===== src/rtl/io_irq_ctrl.sv =====
// Memory-mapped I/O and interrupt controller: I/O address decode, output register, load-data select,
// input change detection with pending/overrun interrupt. Define IO_IRQ_MASK_EN to add a writable interrupt mask.
module io_irq_ctrl #(
    parameter int NBITS = 8,
    parameter logic [NBITS-3:0] OUT_ADDR  = {(NBITS-2){1'b1}},
    parameter logic [NBITS-3:0] IN_ADDR   = {{(NBITS-3){1'b1}}, 1'b0},
    parameter logic [NBITS-3:0] STAT_ADDR = {{(NBITS-4){1'b1}}, 2'b01}
) (
    input  logic             clock,
    input  logic             reset,
    input  logic [NBITS-3:0] memAddress,
    input  logic [NBITS-1:0] memWriteData,
    input  logic             memMemWrite,
    input  logic             memRead,
    input  logic [NBITS-1:0] ReadData,
    output logic             memWren,
    output logic [NBITS-1:0] memReadData,
    input  logic [NBITS-1:0] entrada,
    output logic [NBITS-1:0] saida,
    output logic             interrupt
);
    localparam logic [0:0] IDLE = 1'b0;
    localparam logic [0:0] PEND = 1'b1;

    localparam logic [2:0] SEL_NONE = 3'd0;
    localparam logic [2:0] SEL_MEM  = 3'd1;
    localparam logic [2:0] SEL_IN   = 3'd2;
    localparam logic [2:0] SEL_OUT  = 3'd3;
    localparam logic [2:0] SEL_STAT = 3'd4;

    logic             is_out, is_in, is_stat, io;
    logic             change, ack;
    logic [0:0]       state_reg, state_next;
    logic             overrun_reg;
    logic             interrupt_reg;
    logic [NBITS-1:0] prev_reg, snap_reg, saida_reg;
    logic [2:0]       sel_reg, sel_next;
    logic             mask_reg, mask_next;

    assign is_out  = (memAddress == OUT_ADDR);
    assign is_in   = (memAddress == IN_ADDR);
    assign is_stat = (memAddress == STAT_ADDR);
    assign io      = is_out | is_in | is_stat;
    assign memWren = memMemWrite & ~io;

    assign change = (entrada != prev_reg);
    assign ack    = memRead & is_in;

`ifdef IO_IRQ_MASK_EN
    always_comb begin
        mask_next = mask_reg;
        if (memMemWrite && is_stat) begin
            mask_next = memWriteData[2];
        end
    end

    always_ff @(posedge clock) begin
        if (reset) begin
            mask_reg <= 1'b1;
        end else begin
            mask_reg <= mask_next;
        end
    end
`else
    assign mask_reg  = 1'b1;
    assign mask_next = 1'b1;
`endif

    // A change always wins over an ack so a new event arriving with the ack is kept pending.
    always_comb begin
        state_next = state_reg;
        if (change) begin
            state_next = PEND;
        end else if (ack) begin
            state_next = IDLE;
        end
    end

    always_comb begin
        sel_next = SEL_NONE;
        if (memRead) begin
            if (is_in) begin
                sel_next = SEL_IN;
            end else if (is_out) begin
                sel_next = SEL_OUT;
            end else if (is_stat) begin
                sel_next = SEL_STAT;
            end else begin
                sel_next = SEL_MEM;
            end
        end
    end

    always_ff @(posedge clock) begin
        if (reset) begin
            prev_reg      <= entrada;
            snap_reg      <= '0;
            saida_reg     <= '0;
            state_reg     <= IDLE;
            overrun_reg   <= 1'b0;
            interrupt_reg <= 1'b0;
            sel_reg       <= SEL_NONE;
        end else begin
            prev_reg      <= entrada;
            sel_reg       <= sel_next;
            state_reg     <= state_next;
            interrupt_reg <= (state_next == PEND) && mask_next;
            if (change) begin
                snap_reg <= entrada;
            end
            if (memMemWrite && is_out) begin
                saida_reg <= memWriteData;
            end
            if (ack && !change) begin
                overrun_reg <= 1'b0;
            end else if (change && !ack && (state_reg == PEND)) begin
                overrun_reg <= 1'b1;
            end
        end
    end

    // Memory q arrives one cycle after the address, so the mux follows the registered select.
    always_comb begin
        memReadData = '0;
        case (sel_reg)
            SEL_MEM:  memReadData = ReadData;
            SEL_IN:   memReadData = snap_reg;
            SEL_OUT:  memReadData = saida_reg;
            SEL_STAT: memReadData = {{(NBITS-3){1'b0}}, mask_reg, overrun_reg, (state_reg == PEND)};
            default:  memReadData = '0;
        endcase
    end

    assign saida     = saida_reg;
    assign interrupt = interrupt_reg;
endmodule


===== config.mk =====
export PLATFORM = sky130hd
export DESIGN_NAME = io_irq_ctrl
export DESIGN_NICKNAME = d
export VERILOG_FILES = /design/src/rtl/io_irq_ctrl.sv
export SDC_FILE = /design/constraint.sdc
export NUM_CORES = 1
export LEC_CHECK = 0
export BUFFER_PORTS_ARGS = -buffer_cell sky130_fd_sc_hd__buf_2
export CAP_MARGIN = 25
export CORE_MARGIN = 2
export CORE_UTILIZATION = 45
export DETAILED_ROUTE_END_ITERATION = 10
export PLACE_DENSITY = 0.76
export SLEW_MARGIN = 20
export SYNTH_ARGS = -nofsm -noshare
export SYNTH_HDL_FRONTEND = slang
export SYNTH_SLANG_ARGS = --single-unit

===== constraint.sdc =====
create_clock -name clock -period 2.25 [get_ports clock]
set_input_delay 0.225 -clock clock [delete_from_list [all_inputs] [get_ports clock]]
set_output_delay 0.225 -clock clock [all_outputs]
set_load 0.01 [all_outputs]

* Word level (Yosys, flattened, before mapping)
Cells that the tools add are included.
** Storage, ports and cells
- Register bits :: 29
- Input bits :: 34
** Cells by class
- Bitwise operators :: 6
- Muxes and demuxes :: 6
- Reductions and logical operators :: 11
- Eq/ne operators :: 8
** Operator list (number)
- $pmux W8 S4 :: 1
- $eq A6 B6 Y1 const B :: 3
- $ne A8 B8 Y1 :: 1
- $eq A3 B2 Y1 const B :: 2
- $logic_and A1 B1 Y1 :: 4
- $mux W2 :: 2
- $reduce_or A2 Y1 :: 2
- $reduce_or A4 Y1 :: 1
- $eq A3 B1 Y1 const B :: 1
- $eq A3 B3 Y1 const B :: 1
- $mux W3 :: 1
- $reduce_or A3 Y1 :: 1
- $and A1 B1 Y1 :: 2
- $logic_not A1 Y1 :: 2
- $mux W1 :: 2
- $not A1 Y1 :: 2
- $or A1 B1 Y1 :: 2
- $reduce_bool A2 Y1 :: 1

* Depth between registers and ports, before layout
Gate-level depths: netlist of run 1.
- Word-level depth :: 5
- Depth in mapped cells :: 5
- Mapped depth without buffers :: 4

* Worst setup path after synthesis of run 1
OpenSTA, ideal clock, no wires.
- Path kind :: register -> output
- From :: reg sel_reg[1]
- To :: out memReadData[2]
- Data required time :: 2.025 ns
- Stages on the path, launching flop included :: 5
- Buffers on the path :: 1
- Setup slack :: 0.938 ns
- Arrival :: 1.087 ns
- Cell sequence :: dfxtp_1 -> buf_6 -> mux2_1 -> a221oi_1 -> a21oi_1
** On the way
- Cells in the longest elaborated chain, start to end :: 2
- Elaborated cells between the ends (all ways) :: 5
- Those cells by class :: eq/ne (4); mux (1)
** RTL lines
- from (decl) :: RTL line 37 : logic [2:0] sel_reg, sel_next;
- from (signal assigned) :: RTL line 105 : sel_reg <= sel_next;
- $eq A3 B3 Y1 (tied with other cells) :: RTL line 125 : case (sel_reg)
- $pmux W8 S4 (*) :: RTL line 125
- to (decl) :: RTL line 17 : output logic [NBITS-1:0] memReadData,
Every way passes the cells marked *; elsewhere a longest branch is shown, timed or not.

* Final worst setup path of run 1
Same ends and word-level chain as after synthesis.

==> results_dict.tcl, run 1 <==
set metrics [dict create \
    syn_area_um2 1316 \
    r2r-end "overrun_reg" \
    ff2ff_setup_slack_ns 0.92 \
    wl_per_cell_um 14.23 \
    track_usage_pct 19.71 \
    path_class "reg -> out" \
    ir_drop_mv 0.5439 \
    die_x_um 58.09 \
    root_buffer "clkbuf_4" \
    synth_top_area_share_pct 44.11 \
    tns_ns 0 \
    ctsResizeCount 0 \
    syn_inst 138 \
    hold_viol_final 0 \
    leakagePower_nw 0.7661 \
    clkSinkCount 29 \
    setup_viol_count_final 0 \
    slew_headroom_pct 65.88 \
    period_minus_slack_ns 2.089 \
    grt_pass1_wl_mm 5.009 \
    yosysWarningCount 0 \
    avgSynthCellArea_um2 9.538 \
    yosysTopAreaCell "dfxtp_1" \
    critPathLaunchType "flop" \
    overflow 0 \
    ys_ff_latch 29 \
    insertion_delay_ns 0.32 \
    synth_area_leaders "dfxtp_1, mux2i_1, mux2_2" \
    required_ns 2.03 \
    crit_path_max_fanout 11 \
    cts_tree "done" \
    tightest_slew_ns 0.5107 \
    fp.dieArea_um2 3374 \
    rsz0062_at_grt "no" \
    design.core.area_um2 2758 \
    cp-startpoint "sel_reg[1]" \
    async_flop_share_pct 0 \
    min_path_type "in -> reg" \
    grt_max_degree 20 \
    drv_cap 0 \
    drt_pass1_iterations 4 \
    vias_per_cell 5.532 \
    io_pins 52 \
    cts-buffers-inserted 5 \
    place_area_um2 1556 \
    gp_congestion 0.7830 \
    p_per_area_nw_per_um2 610.8 \
    synth.net_count 172 \
    drtIter0Drc 30 \
    r2r-start "prev_reg[5]" \
    fin_cells 218 \
    fin_skew_ns 0.008905 \
    final_max_slew_viol_count 0 \
    path_clk_slew_ns 0.09 \
    ctsLongestPathBuffers 2 \
    num_vias 1206 \
    postLayoutCoreUtil_pct 58.44 \
    h-tree-depth 2 \
    drc 0 \
    yosysUniqueCellTypes 31 \
    fin_area_um2 1612 \
    reg2reg_depth 4 \
    yosysMostFrequentCell "dfxtp_1" \
    dp_cells 211 \
    area_growth_pct 22.43 \
    detail-route-antenna-nets 0 \
    ys_seq_area_share_pct 44.11 \
    die_y_um 58.09 \
    end_kind "primary output" \
    drive_gt1_share_pct 36.36 \
    hpwl_mm 2.313 \
    nets 221 \
    io_buffer_count 51 \
    holdBufCountCts 0 \
    synthTopCellsByCount "dfxtp_1, nor2_1, a21oi_1" \
    synth_edf_count 0 \
    outcome "finished, final reports clean" \
    period_share_pct 92.82 \
    synth_top_flop_cell "dfxtp_1" \
    antenna_found_initial 0 \
    cp-endpoint "memReadData[2]" \
    initial_core_util_pct 47.73 \
    holdWs_ns 0.02993 \
    drt_wl_total_mm 3.103 \
    fmax_mhz 478.8 \
    diodes 0 \
    rows 19 \
    cts_setup_buffers 0 \
    grt_pass1_vias 1125 \
    cp.arrival_ns 1.86 \
]
==> power by group <==
group / internal [W] / total [W] / switching, W / leakage, nW
sequential: 0.000533 / 0.000548 / 0.0000149 / 0.240
clock: 0.000147 / 0.000315 / 0.000168 / 0.0314
combinational: 0.0000587 / 0.000121 / 0.0000628 / 0.495
==> worst min path at each step <==
stage	startpoint	to	slack (ns)	cells past startpoint
CTS	entrada[1]	prev_reg[1]	0.02	1
floorplan	entrada[0]	prev_reg[0]	0.25	0
finish	entrada[1]	prev_reg[1]	0.03	1
detailed placement	entrada[3]	prev_reg[3]	0.37	1
global placement	entrada[1]	prev_reg[1]	0.36	1
global route	entrada[6]	prev_reg[6]	0.01	1
==> stage by stage <==
| stage | total power, W | worst slack (ns) |
|---|---|---|
| floorplan | 0.0006262 | 0.9378 |
| global placement | 0.0006752 | 0.6710 |
| detailed placement | 0.0006803 | 0.5707 |
| CTS | 0.0009931 | 0.2058 |
| global route | 0.001029 | 0.001933 |
| finish | 0.0009844 | 0.1615 |
==> final cells by class <==
class / count / area (um2)
multi-input combinational: 98 / 674.4
inverter: 2 / 7.507
sequential: 29 / 580.6
tap: 31 / 38.79
fill: 251 / 1146
clock buffer: 7 / 55.05
timing repair buffer: 51 / 255.2
==> layout by cell type (no fill, tap or decap), types with 5 or more instances in the layout <==
master,n
a21oi_1,12
a22oi_1,6
buf_2,51
clkbuf_4,5
dfxtp_1,29
mux2_2,7
mux2i_1,8
nand3_1,10
nor2_1,16
o21ai_0,9
xnor2_1,7
==> metal layers <==
layer | GRT usage (%) | up-vias | wire (um)
met1 | 22.68 | 567 | 1294
met3 | 5.580 | 6 | 162
met2 | 34.09 | 39 | 1596
met5 | 0 | - | 0
li1 | - | 594 | -
met4 | 8.306 | 0 | 49
==> worst max-delay path: stages (launching register included) <==
cell,delay (ns)
dfxtp_1,0.59
nor2b_1,0.50
a221oi_1,0.17
a21oi_1,0.14
buf_2,0.15
==> logic make-up after synthesis <==
group / count (synthesis) / share of synthesized area (%)
simple gates: 40 / 17.30
compound gates: 33 / 14.45
flops: 29 / 44.11
mux: 16 / 12.93
buf+inv: 11 / 4.657
xor+xnor: 9 / 6.559
Power figures use the tool's default switching activity.
==> run 2: changes to the inputs <==
BUFFER_PORTS_ARGS = unset   (was -buffer_cell sky130_fd_sc_hd__buf_2)
DONT_BUFFER_PORTS = 1   (was unset)
PLACE_DENSITY = 0.61   (was 0.76)
==> run 2 against run 1 <==
Maximum frequency increased by 1.7%. Combinational power decreased by 25%. Clock power decreased by 6%. Count of clock-buffer cells in the layout rose by 1. Sequential power hardly changed. Sequential cell count unchanged. Die area is the same. Via count down 15%. Critical path type unchanged.
==> results_dict.tcl, run 2 (synthesis gave the netlist of run 1 again) <==
set metrics [dict create \
    wl_met1_mm 1.173 \
    end_kind "primary output" \
    insertion_delay_ns 0.33 \
    io_buffer_count 0 \
    period_share_pct 91.23 \
    power.total_w 0.0009346 \
    fin_cells 178 \
    fmax_mhz 487.2 \
    path_cells "nor2b_1 > a22oi_1 > o21ai_1" \
    critPathBufInv 0 \
    switching_share_pct 24.88 \
    min_path_type "in -> reg" \
    crit_family "flip-flops" \
    cts-buffers-inserted 5 \
    fin_area_um2 1450 \
    path_clk_slew_ns 0.08 \
    fill_cells 281 \
    detail-route-antenna-nets 0 \
    nets 180 \
    p_comb_share_pct 9.7 \
    track_usage_pct 18.60 \
    cp.arrival_ns 1.83 \
    grt_max_degree 19 \
    outcome "finished, final reports clean" \
    drt_wl_total_mm 2.852 \
    fp.dieArea_um2 3374 \
    drt_pass1_iterations 4 \
    cts_tree "done" \
    p_switching_w 0.0002326 \
    grt_pass1_vias 1114 \
    wl_per_cell_um 16.02 \
    slew_headroom_pct 54.76 \
    root_buffer "clkbuf_4" \
    fin_skew_ns 0.01027 \
    path_class "reg -> out" \
    tns_ns 0 \
    pwr-share-seq_pct 58.6 \
    leakagePower_nw 0.5790 \
    drv_cap 0 \
    clkSinkCount 29 \
    max_stage_delay_ns 0.58 \
    p_int_w 0.0007021 \
    dp_cells 160 \
    hpwl_mm 2.038 \
    num_vias 1027 \
    rsz0062_at_grt "no" \
    wl_met3_um 234 \
    cts_setup_buffers 0 \
    io_pins 52 \
    drive_gt1_share_pct 10.88 \
    h-tree-depth 2 \
    overflow 0 \
    final_common_cell "dfxtp_1" \
    diodes 0 \
    top_layer "met4" \
    multi_input_area_um2 674.4 \
    place_area_um2 1301 \
    cp_slowest_cell "dfxtp_1" \
    grt_pass1_wl_mm 4.761 \
    die_y_um 58.09 \
    final_max_slew_viol_count 0 \
    ir_drop_mv 0.4202 \
    crit_path_max_fanout 11 \
    ctsLongestPathBuffers 2 \
    initial_core_util_pct 47.73 \
    period_minus_slack_ns 2.053 \
    holdWs_ns 0.02360 \
    area_growth_pct 10.17 \
    wl_met2_mm 1.397 \
    die_x_um 58.09 \
    clockPowerShare_pct 31.7 \
    tightest_slew_ns 0.6764 \
    drc 0 \
    hold_viol_final 0 \
    holdBufCountCts 10 \
    setup_viol_count_final 0 \
    p_per_area_nw_per_um2 644.5 \
    antenna_found_initial 0 \
    ctsResizeCount 0 \
    layout_common_cells "dfxtp_1, nor2_1, a21oi_1" \
    critPathLaunchType "flop" \
    required_ns 2.03 \
    vias_per_cell 5.770 \
    gp_congestion 0.7812 \
    regArea_um2 580.6 \
    design.core.area_um2 2758 \
    drtIter0Drc 18 \
    rows 19 \
]
run 2: cell types whose count changed in the layout (fill, tap and decap cells not counted):
cell           before  now
dlygate4sd3_1       0   10
clkbuf_8            1    0
clkbuf_1            1    3
buf_2              51    0
run 2: final cells by class:
class / instances / area share (%)
clock buffers: 8 / 3.365
inverters: 2 / 0.5177
multi-input cells: 98 / 46.51
flip-flops and latches: 29 / 40.03
well taps: 31 / 2.675
repair buffers: 10 / 6.903
run 2: metrics by stage:
stage	util [%]	setup slack (ns)
final	52.59	0.1972
after CTS	52.59	0.1808
after detailed placement	47.19	0.5377
after floorplan	-	0.9378
after global placement	47.19	0.5641
after global routing	52.59	0.03997
run 2: final timing paths:
check | startpoint | end | cells after the start | slack (ns)
max | sel_reg[1] | memReadData[0] | 3 | 0.20
min | memAddress[1] | sel_reg[1] | 2 | 0.02
max reg2reg | prev_reg[6] | overrun_reg | 4 | 0.91
min reg2reg | snap_reg[1] | snap_reg[1] | 2 | 0.47
run 2: power by group through the flow:
stage / Sequential (W) / Clock [W] / Combinational (W)
finish: 0.000548 / 0.000296 / 0.0000909
CTS: 0.000548 / 0.000304 / 0.0000915
global route: 0.000551 / 0.000332 / 0.000102
global placement: 0.000560 / 0 / 0.0000707
floorplan: 0.000553 / 0 / 0.0000728
detailed placement: 0.000560 / 0 / 0.0000724
run 2: per-layer routing:
metal  global-route usage [%]  vias up
met3                    8.259        5
met5                        0        -
li1                         -      508
met1                    20.64      476
met2                    31.33       38
met4                    6.977        0
run 2: worst register-to-register path, delay by kind of cell (launching register included):
| kind | cells | cell delay, ns |
|---|---|---|
| AOI/OAI and AO/OA | 2 | 0.40 |
| xor gates and xnor gates | 1 | 0.21 |
| DFF | 1 | 0.33 |
| and+or+nand+nor | 1 | 0.25 |
==> run 3: changes to the inputs <==
CORE_UTILIZATION = 55   (was 45)
PLACE_DENSITY = 0.71   (was 0.61)
==> run 3 against run 2 <==
Power is 6.2% higher. Worst setup slack improved by 0.018 ns. Clock power is 20% higher. Sequential share of layout area is 0.48 points lower. Critical path depth unchanged. Cell count is 1.7% lower. First-iteration DRC count is 17% lower. Sequential cell count is the same. Hold slack worse by 0.0023 ns. Maximum frequency increased by 0.87%.
==> results_dict.tcl, run 3 (synthesis gave the netlist of run 1 again) <==
set metrics [dict create \
    critPathLaunchType "flop" \
    path_class "reg -> out" \
    layout_common_cells "dfxtp_1, nor2_1, a21oi_1" \
    tightest_slew_ns 0.6044 \
    wl_per_cell_um 14.95 \
    diodes 0 \
    h-tree-depth 2 \
    max_stage_delay_ns 0.57 \
    cts_tree "done" \
    die_x_um 52.92 \
    switching_share_pct 23.55 \
    p_comb_share_pct 9.1 \
    ir_drop_mv 0.4422 \
    drtIter0Drc 15 \
    fin_skew_ns 0.008913 \
    pwr-share-seq_pct 55.2 \
    initial_core_util_pct 58.94 \
    rows 17 \
    clkSinkCount 29 \
    dp_cells 157 \
    fin_area_um2 1468 \
    insertion_delay_ns 0.32 \
    crit_path_max_fanout 11 \
    grt_pass1_wl_mm 4.264 \
    clockPowerShare_pct 35.8 \
    fp.dieArea_um2 2801 \
    p_switching_w 0.0002337 \
    cts_setup_buffers 0 \
    area_growth_pct 11.50 \
    drt_wl_total_mm 2.616 \
    drt_pass1_iterations 4 \
    period_minus_slack_ns 2.035 \
    crit_family "flip-flops" \
    path_clk_slew_ns 0.08 \
    fill_cells 190 \
    place_area_um2 1297 \
    required_ns 2.03 \
    num_vias 1024 \
    multi_input_area_um2 674.4 \
    end_kind "primary output" \
    period_share_pct 90.44 \
    final_common_cell "dfxtp_1" \
    rsz0062_at_grt "no" \
    cp.arrival_ns 1.81 \
    overflow 0 \
    final_max_slew_viol_count 0 \
    setup_viol_count_final 0 \
    p_int_w 0.0007586 \
    cp_slowest_cell "dfxtp_1" \
    drive_gt1_share_pct 12.93 \
    antenna_found_initial 0 \
    path_cells "nor2b_1 > a221oi_1 > a21oi_1" \
    root_buffer "clkbuf_4" \
    nets 180 \
    grt_max_degree 19 \
    vias_per_cell 5.851 \
    min_path_type "in -> reg" \
    track_usage_pct 21.22 \
    hold_viol_final 0 \
    fmax_mhz 491.4 \
    cts-buffers-inserted 5 \
    regArea_um2 580.6 \
    hpwl_mm 1.914 \
    grt_pass1_vias 997 \
    drv_cap 0 \
    slew_headroom_pct 59.57 \
    gp_congestion 0.7995 \
    ctsLongestPathBuffers 2 \
    leakagePower_nw 0.5938 \
    drc 0 \
    io_buffer_count 0 \
    holdBufCountCts 10 \
    io_pins 52 \
    p_per_area_nw_per_um2 676.1 \
    detail-route-antenna-nets 0 \
    critPathBufInv 0 \
    die_y_um 52.92 \
    fin_cells 175 \
    design.core.area_um2 2233 \
    postLayoutCoreUtil_pct 65.71 \
    tns_ns 0 \
    ctsResizeCount 0 \
    outcome "finished, final reports clean" \
]
[run 3: per-stage QoR]
step | setup slack (ns) | hold slack [ns] | total power [W]
finish | 0.2150 | 0.02132 | 0.0009923
global route | 0.02845 | 0.01577 | 0.001037
CTS | 0.2000 | 0.01484 | 0.001001
detailed placement | 0.5520 | 0.2528 | 0.0006313
global placement | 0.6151 | 0.2529 | 0.0006295
floorplan | 0.9378 | 0.2527 | 0.0006262
[run 3: area by class of cell]
cell class                 instances  share of cell area [%]
sequential                        29                   39.56
clock buffer                       7                   4.433
inverter                           2                  0.5115
multi-input combinational         98                   45.95
clock inverter                     1                  0.3410
tap                               28                   2.387
timing repair buffer              10                   6.820
[run 3: final timing paths]
path	slack [ns]	to	cells after the start	from
max reg2reg	0.93	overrun_reg	4	prev_reg[5]
max	0.22	memReadData[2]	3	sel_reg[1]
min	0.02	sel_reg[1]	2	memAddress[1]
min reg2reg	0.47	snap_reg[7]	2	snap_reg[7]
[run 3: per-layer routing]
metal  part of all wire, %  up-vias  track usage (%)
met3                   8.4        5            7.345
met1                    42      471            23.94
met5                     0        -                0
li1                      -      507                -
met4                   1.4        0            8.974
met2                    49       41            36.04
[run 3: worst reg2reg max path, delay by kind of cell (launching register included)]
kind	cells	cell delay (ns)
AOI/OAI and AO/OA	2	0.39
xor gates and xnor gates	1	0.20
DFF	1	0.33
and+or+nand+nor	1	0.25
[run 3: power by group through the flow]
stage / Sequential (W) / Combinational (W) / Clock (W)
2_1_floorplan: 0.000553 / 0.0000728 / 0
3_3_place_gp: 0.000559 / 0.0000707 / 0
3_5_place_dp: 0.000559 / 0.0000718 / 0
4_1_cts: 0.000547 / 0.0000903 / 0.000364
5_1_grt: 0.000550 / 0.0000996 / 0.000388
6_report: 0.000547 / 0.0000901 / 0.000355
